$ cat src/rtl/cache_set_if.sv
`default_nettype none
// ============================================================================
// Module   : cache_set_if
// Brief    : Lookup, store, victim and refill signals of one cache set.
// Revision : 1.0  initial release
// ============================================================================
interface cache_set_if #(
    parameter int TAG_WIDTH    = 24,
    parameter int OFFSET_WIDTH = 4,
    parameter int WAYS         = 4
);
    localparam int c_ww     = $clog2(WAYS);
    localparam int c_word_w = OFFSET_WIDTH - 2;

    logic [TAG_WIDTH-1:0] tag_i;
    logic [c_word_w-1:0]  word_i;
    logic                 access_en_i;
    logic                 write_en_i;
    logic [3:0]           byte_en_i;
    logic [31:0]          write_data_i;
    logic                 hit_o;
    logic [c_ww-1:0]      hit_way_o;
    logic [31:0]          read_data_o;
    logic [c_ww-1:0]      victim_way_o;
    logic                 victim_valid_o;
    logic                 victim_dirty_o;
    logic [TAG_WIDTH-1:0] victim_tag_o;
    logic [c_word_w-1:0]  wb_word_i;
    logic [31:0]          wb_data_o;
    logic                 refill_start_i;
    logic                 refill_valid_i;
    logic [31:0]          refill_data_i;
    logic                 busy_o;
    logic                 refill_done_o;

    modport master (
        output tag_i, word_i, access_en_i, write_en_i, byte_en_i, write_data_i,
               wb_word_i, refill_start_i, refill_valid_i, refill_data_i,
        input  hit_o, hit_way_o, read_data_o, victim_way_o, victim_valid_o,
               victim_dirty_o, victim_tag_o, wb_data_o, busy_o, refill_done_o
    );

    modport slave (
        input  tag_i, word_i, access_en_i, write_en_i, byte_en_i, write_data_i,
               wb_word_i, refill_start_i, refill_valid_i, refill_data_i,
        output hit_o, hit_way_o, read_data_o, victim_way_o, victim_valid_o,
               victim_dirty_o, victim_tag_o, wb_data_o, busy_o, refill_done_o
    );
endinterface
`default_nettype wire

$ cat src/rtl/cache_set.sv
`default_nettype none
// ============================================================================
// Module   : cache_set
// Brief    : N-way set-associative cache set with true-LRU and refill engine.
// Revision : 1.0  initial release
// ============================================================================
module cache_set #(
    parameter int TAG_WIDTH    = 24,
    parameter int OFFSET_WIDTH = 4,
    parameter int WAYS         = 4
) (
    input wire         clk_i,
    input wire         rst_ni,
    cache_set_if.slave bus
);
    localparam int c_ww        = $clog2(WAYS);
    localparam int c_word_w    = OFFSET_WIDTH - 2;
    localparam int c_line_size = 2 ** c_word_w;

    typedef enum logic [0:0] {
        S_IDLE = 1'b0,
        S_FILL = 1'b1
    } state_t;

    state_t r_state;
    state_t w_state_next;

    logic [TAG_WIDTH-1:0] r_tag  [WAYS];
    logic [31:0]          r_data [WAYS][c_line_size];
    logic [c_ww-1:0]      r_age  [WAYS];
    logic [WAYS-1:0]      r_valid;
    logic [WAYS-1:0]      r_dirty;
    logic [c_word_w-1:0]  r_cnt;
    logic [TAG_WIDTH-1:0] r_fill_tag;
    logic [c_ww-1:0]      r_fill_way;
    logic                 r_done;

    logic [WAYS-1:0] w_match;
    logic            w_hit;
    logic [c_ww-1:0] w_hit_way;
    logic [c_ww-1:0] w_victim;
    logic [c_ww-1:0] w_inv_way;
    logic            w_inv_found;
    logic [c_ww-1:0] w_lru_way;
    logic [31:0]     w_merged;
    logic            w_store;
    logic            w_start;
    logic            w_beat;
    logic            w_last;
    logic            w_touch;
    logic [c_ww-1:0] w_touch_way;

    generate
        for (genvar g = 0; g < WAYS; g++) begin : g_match
            assign w_match[g] = r_valid[g] && (r_tag[g] == bus.tag_i);
        end
    endgenerate

    always_comb begin
        w_hit     = 1'b0;
        w_hit_way = '0;
        if (r_state == S_IDLE) begin
            for (int i = 0; i < WAYS; i++) begin
                if (w_match[i]) begin
                    w_hit     = 1'b1;
                    w_hit_way = c_ww'(i);
                end
            end
        end
    end

    // Invalid ways take precedence over the LRU way; a refill pins the choice.
    always_comb begin
        w_inv_found = 1'b0;
        w_inv_way   = '0;
        w_lru_way   = '0;
        for (int i = WAYS - 1; i >= 0; i--) begin
            if (!r_valid[i]) begin
                w_inv_found = 1'b1;
                w_inv_way   = c_ww'(i);
            end
        end
        for (int i = 0; i < WAYS; i++) begin
            if (r_age[i] == c_ww'(WAYS - 1)) begin
                w_lru_way = c_ww'(i);
            end
        end
        if (r_state == S_FILL) begin
            w_victim = r_fill_way;
        end else if (w_inv_found) begin
            w_victim = w_inv_way;
        end else begin
            w_victim = w_lru_way;
        end
    end

    always_comb begin
        w_merged = r_data[w_hit_way][bus.word_i];
        for (int k = 0; k < 4; k++) begin
            if (bus.byte_en_i[k]) begin
                w_merged[8*k +: 8] = bus.write_data_i[8*k +: 8];
            end
        end
    end

    assign w_store     = bus.write_en_i && w_hit;
    assign w_start     = (r_state == S_IDLE) && bus.refill_start_i;
    assign w_beat      = (r_state == S_FILL) && bus.refill_valid_i;
    assign w_last      = w_beat && (r_cnt == c_word_w'(c_line_size - 1));
    assign w_touch     = (bus.access_en_i && w_hit) || w_last;
    assign w_touch_way = w_last ? r_fill_way : w_hit_way;

    always_comb begin
        w_state_next = r_state;
        case (r_state)
            S_IDLE:  if (bus.refill_start_i) w_state_next = S_FILL;
            S_FILL:  if (w_last)             w_state_next = S_IDLE;
            default: w_state_next = S_IDLE;
        endcase
    end

    always_ff @(posedge clk_i) begin
        if (!rst_ni) begin
            r_state <= S_IDLE;
        end else begin
            r_state <= w_state_next;
        end
    end

    always_ff @(posedge clk_i) begin
        if (!rst_ni) begin
            for (int i = 0; i < WAYS; i++) begin
                r_tag[i] <= '0;
                r_age[i] <= c_ww'(i);
                for (int j = 0; j < c_line_size; j++) begin
                    r_data[i][j] <= '0;
                end
            end
            r_valid    <= '0;
            r_dirty    <= '0;
            r_cnt      <= '0;
            r_fill_tag <= '0;
            r_fill_way <= '0;
            r_done     <= 1'b0;
        end else begin
            r_done <= w_last;
            if (w_store) begin
                r_data[w_hit_way][bus.word_i] <= w_merged;
                r_dirty[w_hit_way]            <= 1'b1;
            end
            if (w_start) begin
                r_fill_tag        <= bus.tag_i;
                r_fill_way        <= w_victim;
                r_cnt             <= '0;
                r_valid[w_victim] <= 1'b0;
            end
            if (w_beat) begin
                r_data[r_fill_way][r_cnt] <= bus.refill_data_i;
                r_cnt                     <= r_cnt + c_word_w'(1);
            end
            if (w_last) begin
                r_tag[r_fill_way]   <= r_fill_tag;
                r_valid[r_fill_way] <= 1'b1;
                r_dirty[r_fill_way] <= 1'b0;
            end
            if (w_touch) begin
                for (int i = 0; i < WAYS; i++) begin
                    if (c_ww'(i) == w_touch_way) begin
                        r_age[i] <= '0;
                    end else if (r_age[i] < r_age[w_touch_way]) begin
                        r_age[i] <= r_age[i] + c_ww'(1);
                    end
                end
            end
        end
    end

    assign bus.hit_o          = w_hit;
    assign bus.hit_way_o      = w_hit_way;
    assign bus.read_data_o    = w_hit ? r_data[w_hit_way][bus.word_i] : 32'd0;
    assign bus.victim_way_o   = w_victim;
    assign bus.victim_valid_o = r_valid[w_victim];
    assign bus.victim_dirty_o = r_dirty[w_victim];
    assign bus.victim_tag_o   = r_tag[w_victim];
    assign bus.wb_data_o      = r_data[w_victim][bus.wb_word_i];
    assign bus.busy_o         = (r_state == S_FILL);
    assign bus.refill_done_o  = r_done;

endmodule
`default_nettype wire

$ cat src/flat_wrapper.sv
// flat-port wrapper written by rule: the top's interface ports become plain ports
module cache_set_flat 
#(
    parameter int TAG_WIDTH    = 24,
    parameter int OFFSET_WIDTH = 4,
    parameter int WAYS         = 4
)
  (clk_i, rst_ni, bus_tag_i, bus_word_i, bus_access_en_i, bus_write_en_i, bus_byte_en_i, bus_write_data_i, bus_wb_word_i, bus_refill_start_i, bus_refill_valid_i, bus_refill_data_i, bus_hit_o, bus_hit_way_o, bus_read_data_o, bus_victim_way_o, bus_victim_valid_o, bus_victim_dirty_o, bus_victim_tag_o, bus_wb_data_o, bus_busy_o, bus_refill_done_o);
  cache_set_if #(.TAG_WIDTH(TAG_WIDTH), .OFFSET_WIDTH(OFFSET_WIDTH), .WAYS(WAYS)) bus_i ();
  input wire clk_i;
  input wire rst_ni;
  input wire logic [$bits(bus_i.tag_i)-1:0] bus_tag_i;
  input wire logic [$bits(bus_i.word_i)-1:0] bus_word_i;
  input wire logic [$bits(bus_i.access_en_i)-1:0] bus_access_en_i;
  input wire logic [$bits(bus_i.write_en_i)-1:0] bus_write_en_i;
  input wire logic [$bits(bus_i.byte_en_i)-1:0] bus_byte_en_i;
  input wire logic [$bits(bus_i.write_data_i)-1:0] bus_write_data_i;
  input wire logic [$bits(bus_i.wb_word_i)-1:0] bus_wb_word_i;
  input wire logic [$bits(bus_i.refill_start_i)-1:0] bus_refill_start_i;
  input wire logic [$bits(bus_i.refill_valid_i)-1:0] bus_refill_valid_i;
  input wire logic [$bits(bus_i.refill_data_i)-1:0] bus_refill_data_i;
  output wire logic [$bits(bus_i.hit_o)-1:0] bus_hit_o;
  output wire logic [$bits(bus_i.hit_way_o)-1:0] bus_hit_way_o;
  output wire logic [$bits(bus_i.read_data_o)-1:0] bus_read_data_o;
  output wire logic [$bits(bus_i.victim_way_o)-1:0] bus_victim_way_o;
  output wire logic [$bits(bus_i.victim_valid_o)-1:0] bus_victim_valid_o;
  output wire logic [$bits(bus_i.victim_dirty_o)-1:0] bus_victim_dirty_o;
  output wire logic [$bits(bus_i.victim_tag_o)-1:0] bus_victim_tag_o;
  output wire logic [$bits(bus_i.wb_data_o)-1:0] bus_wb_data_o;
  output wire logic [$bits(bus_i.busy_o)-1:0] bus_busy_o;
  output wire logic [$bits(bus_i.refill_done_o)-1:0] bus_refill_done_o;
  assign bus_i.tag_i = bus_tag_i;
  assign bus_i.word_i = bus_word_i;
  assign bus_i.access_en_i = bus_access_en_i;
  assign bus_i.write_en_i = bus_write_en_i;
  assign bus_i.byte_en_i = bus_byte_en_i;
  assign bus_i.write_data_i = bus_write_data_i;
  assign bus_i.wb_word_i = bus_wb_word_i;
  assign bus_i.refill_start_i = bus_refill_start_i;
  assign bus_i.refill_valid_i = bus_refill_valid_i;
  assign bus_i.refill_data_i = bus_refill_data_i;
  assign bus_hit_o = bus_i.hit_o;
  assign bus_hit_way_o = bus_i.hit_way_o;
  assign bus_read_data_o = bus_i.read_data_o;
  assign bus_victim_way_o = bus_i.victim_way_o;
  assign bus_victim_valid_o = bus_i.victim_valid_o;
  assign bus_victim_dirty_o = bus_i.victim_dirty_o;
  assign bus_victim_tag_o = bus_i.victim_tag_o;
  assign bus_wb_data_o = bus_i.wb_data_o;
  assign bus_busy_o = bus_i.busy_o;
  assign bus_refill_done_o = bus_i.refill_done_o;
  cache_set #(.TAG_WIDTH(TAG_WIDTH), .OFFSET_WIDTH(OFFSET_WIDTH), .WAYS(WAYS)) u_core (.clk_i(clk_i), .rst_ni(rst_ni), .bus(bus_i));
endmodule
$ cat config.mk
export PLATFORM = sky130hd
export DESIGN_NAME = cache_set_flat
export DESIGN_NICKNAME = d
export VERILOG_FILES = /design/src/rtl/cache_set_if.sv /design/src/rtl/cache_set.sv /design/src/flat_wrapper.sv
export SDC_FILE = /design/constraint.sdc
export NUM_CORES = 2
export LEC_CHECK = 0
export ABC_AREA = 1
export CAP_MARGIN = 20
export CORE_MARGIN = 2
export CORE_UTILIZATION = 40
export DETAILED_ROUTE_END_ITERATION = 10
export GPL_TIMING_DRIVEN = 1
export PLACE_DENSITY = 0.57
export REMOVE_ABC_BUFFERS = 1
export SYNTH_ARGS = -nofsm -noshare
export SYNTH_HDL_FRONTEND = slang
export SYNTH_SLANG_ARGS = --single-unit
$ cat constraint.sdc
create_clock -name clk_i -period 5 [get_ports clk_i]
set_clock_uncertainty 0.2 [all_clocks]
set_input_delay 1 -clock clk_i [delete_from_list [all_inputs] [get_ports clk_i]]
set_output_delay 1 -clock clk_i [all_outputs]
set_load 0.03 [all_outputs]
==> impl_metrics.tcl <==
set metrics [dict create \
    synth_ff_type "edfxtp_1" \
    max_cap_violations 0 \
    post_route_cells_drive_above_1_share_pct 16.0 \
    synthArstFlopShare_pct 0 \
    critPathArrivalTime_ns 3.78 \
    clk_pin_slew_ns 0.06 \
    setup_viol 0 \
    htree_levels 3 \
    diodes 0 \
    timing.rr.start "u_core.r_tag[1][3]" \
    port_buffers 198 \
    start_kind "primary input" \
    start_util_pct 40.2 \
    antenna_found_initial 3 \
    relSlewSlack_pct 38.8 \
    finalNetCount 4798 \
    vias 36500 \
    numClockSinks 654 \
    worstSkewPairLatency_ns 0.67 \
    grt_pass1_wl_um 228000 \
    min_period_ns 4.98 \
    design_area_um2 46200 \
    tightest_slew_ns 0.918 \
    netlist_area_um2 36700 \
    critPathKind "in -> out" \
    cts_buffer_depth 3 \
    rows 111 \
    cts_made_buffers 75 \
    post-route-util_pct 50.7 \
    io_pins 199 \
    grt_setup_unrepaired "yes" \
    max-vdd-ir-drop_mv 0.238 \
    synth_edf_count 616 \
    yosys_warnings 0 \
    synth_most_common_cell "nand2_1" \
    ant_nets 0 \
    avgSynthCellArea_um2 8.36 \
    synth-seq-area-share_pct 52.5 \
    finalHoldViolCount 0 \
    dp_hpwl_um 96400 \
    critPathLaunch "bus_tag_i[18]" \
    path_max_fanout 11 \
    yosys-top-cells-count "945 x nand2_1, 635 x nand3_1, 616 x edfxtp_1" \
    die_width_um 307 \
    cp-end-kind "output port" \
    cp.required_ns 3.80 \
    first_pass_iters 6 \
    grt_pass1_vias 34300 \
    synth_cell_types 39 \
    area_delta_synth_final_pct 25.9 \
    grt_usage_pct 32.6 \
    power_density_nw_per_um2 286 \
    fmax_mhz 201 \
    wirelength_um 159000 \
    yosysTopAreaCellShare_pct 50.4 \
    drtIter0Drc 5387 \
    cts_hold_buffers 0 \
    placed_cell_area_um2 42700 \
    cts_tree "done" \
    worstHoldStart "u_core.r_dirty[2]" \
    routabilityCongestion 0.936 \
    p_leak_nw 18.8 \
    wl_per_cell_um 26.8 \
    cts-root-buf "clkbuf_16" \
    status "completed" \
    ys_ff_latch 654 \
    syn-instance-count 4390 \
    fin_hold_ws_ns 0.260 \
    coreArea_um2 91200 \
    slew_violations 0 \
    dieArea_um2 94200 \
    drc 0 \
    die_h_um 307 \
    min_period_over_period_pct 99.7 \
    hold_path.class "reg -> reg" \
    overflow 0 \
    grt_max_degree 86 \
    ys_top_cells_by_area "edfxtp_1 50%, nand2_1 9.7%, nand3_1 8.7%, a21oi_1 7.7%, inv_1 4.0%" \
    via_per_inst 6.16 \
    yosys.area.top_type "edfxtp_1" \
]
-- cell usage in the layout, fill, tap and decap left out, types with 48 or more instances in the layout --
cell type        instances
nand2_2                 65
inv_1                  392
nand2_1                901
o21ai_0                 59
edfxtp_1               616
nand3_1                628
buf_4                  284
buf_12                 139
o22ai_1                107
nor2_1                 237
a22oi_1                 48
clkbuf_16               82
a21oi_1                565
a221oi_1                88
clkdlybuf4s50_1         79
-- routing by layer --
metal / up-vias / global-route usage (%) / part of all wire [%]
met3: 548 / 7.00 / 13
met2: 2715 / 49.8 / 44
met4: 6 / 15.0 / 5.2
met1: 17400 / 44.4 / 38
met5: - / 0 / 0.016
li1: 15900 / - / -
-- area by class of cell --
class                      instances  area (um^2)
fill                            8555        45000
clock inverter                    28          282
timing repair buffer             580         6800
tap                             1186         1480
sequential                       654        19300
multi-input combinational       2950        14800
clock buffer                     103         1990
inverter                         428         1620
-- state kept, by name, summed over array words and instances, names as in the netlist --
register	flops
u_core.r_valid	4
u_core.r_data	512
u_core.r_tag	96
u_core.r_dirty	4
u_core.r_cnt	2
u_core.r_fill_way	2
u_core.r_age	8
u_core.bus.busy_o	1
u_core.r_fill_tag	24
u_core.bus.refill_done_o	1
-- what timing repair did --
action,in CTS,in global routing
setup endpoints to repair,34,48
gates cloned,5,7
pin swaps,16,35
setup buffers,15,28
resized for setup,107,134
-- critical path: stages --
cell and delay [ns]:
clkdlybuf4s15_2 0.24, inv_2 0.06, nand2_1 0.06, nand2_1 0.09, nor2_1 0.20, nand2_1 0.10
nor2_2 0.10, nand2_2 0.10, nor2_4 0.17, nand2_8 0.13, nor3_4 0.19, buf_6 0.15
buf_12 0.16, buf_4 0.14, clkbuf_16 0.17, nand2_1 0.05, nand3_1 0.08, nand2_1 0.05
nand2_1 0.08, nor2_2 0.05, nor2_1 0.13, buf_4 0.15, buf_6 0.13
-- cells by family (layout without fill, tap and decap cells) --
kind of cell,Yosys count,after routing,synth area share (%)
compound gates,944,944,15.1
xor+xnor,20,20,0.477
fa+ha+maj,7,7,0.239
buf+inv,786,1139,8.50
flops,654,654,52.5
simple gates,1979,1979,23.3
-- path summary, 6_finish.rpt --
path              depth (start not counted)                   end  slack [ns]
setup / recovery                         23   bus_read_data_o[15]        0.02
setup reg to reg                         22  u_core.r_data[2][11]        1.08
hold / removal                            2     u_core.r_dirty[2]        0.26
hold reg to reg                           2     u_core.r_dirty[2]        0.26
-- where the power goes --
part,leakage (nW),switching [mW],internal (mW)
Combinational,11.1,1.03,0.546
Sequential,6.64,0.107,6.18
Clock,1.09,2.38,2.96
-- per-stage QoR --
stage	setup WS (ns)	setup TNS (ns)	power [mW]	instances
4_1_cts	0.000665	0	13.2	5895
6_report	0.0158	0	13.2	5929
3_5_place_dp	-0.645	-49.01	7.92	5744
3_3_place_gp	-0.655	-38.23	7.91	5743
2_1_floorplan	-5.04	-3382.46	7.05	4032
5_1_grt	-0.0330	-0.0551	13.5	5929
No activity file was read; power rests on OpenSTA's default activity.
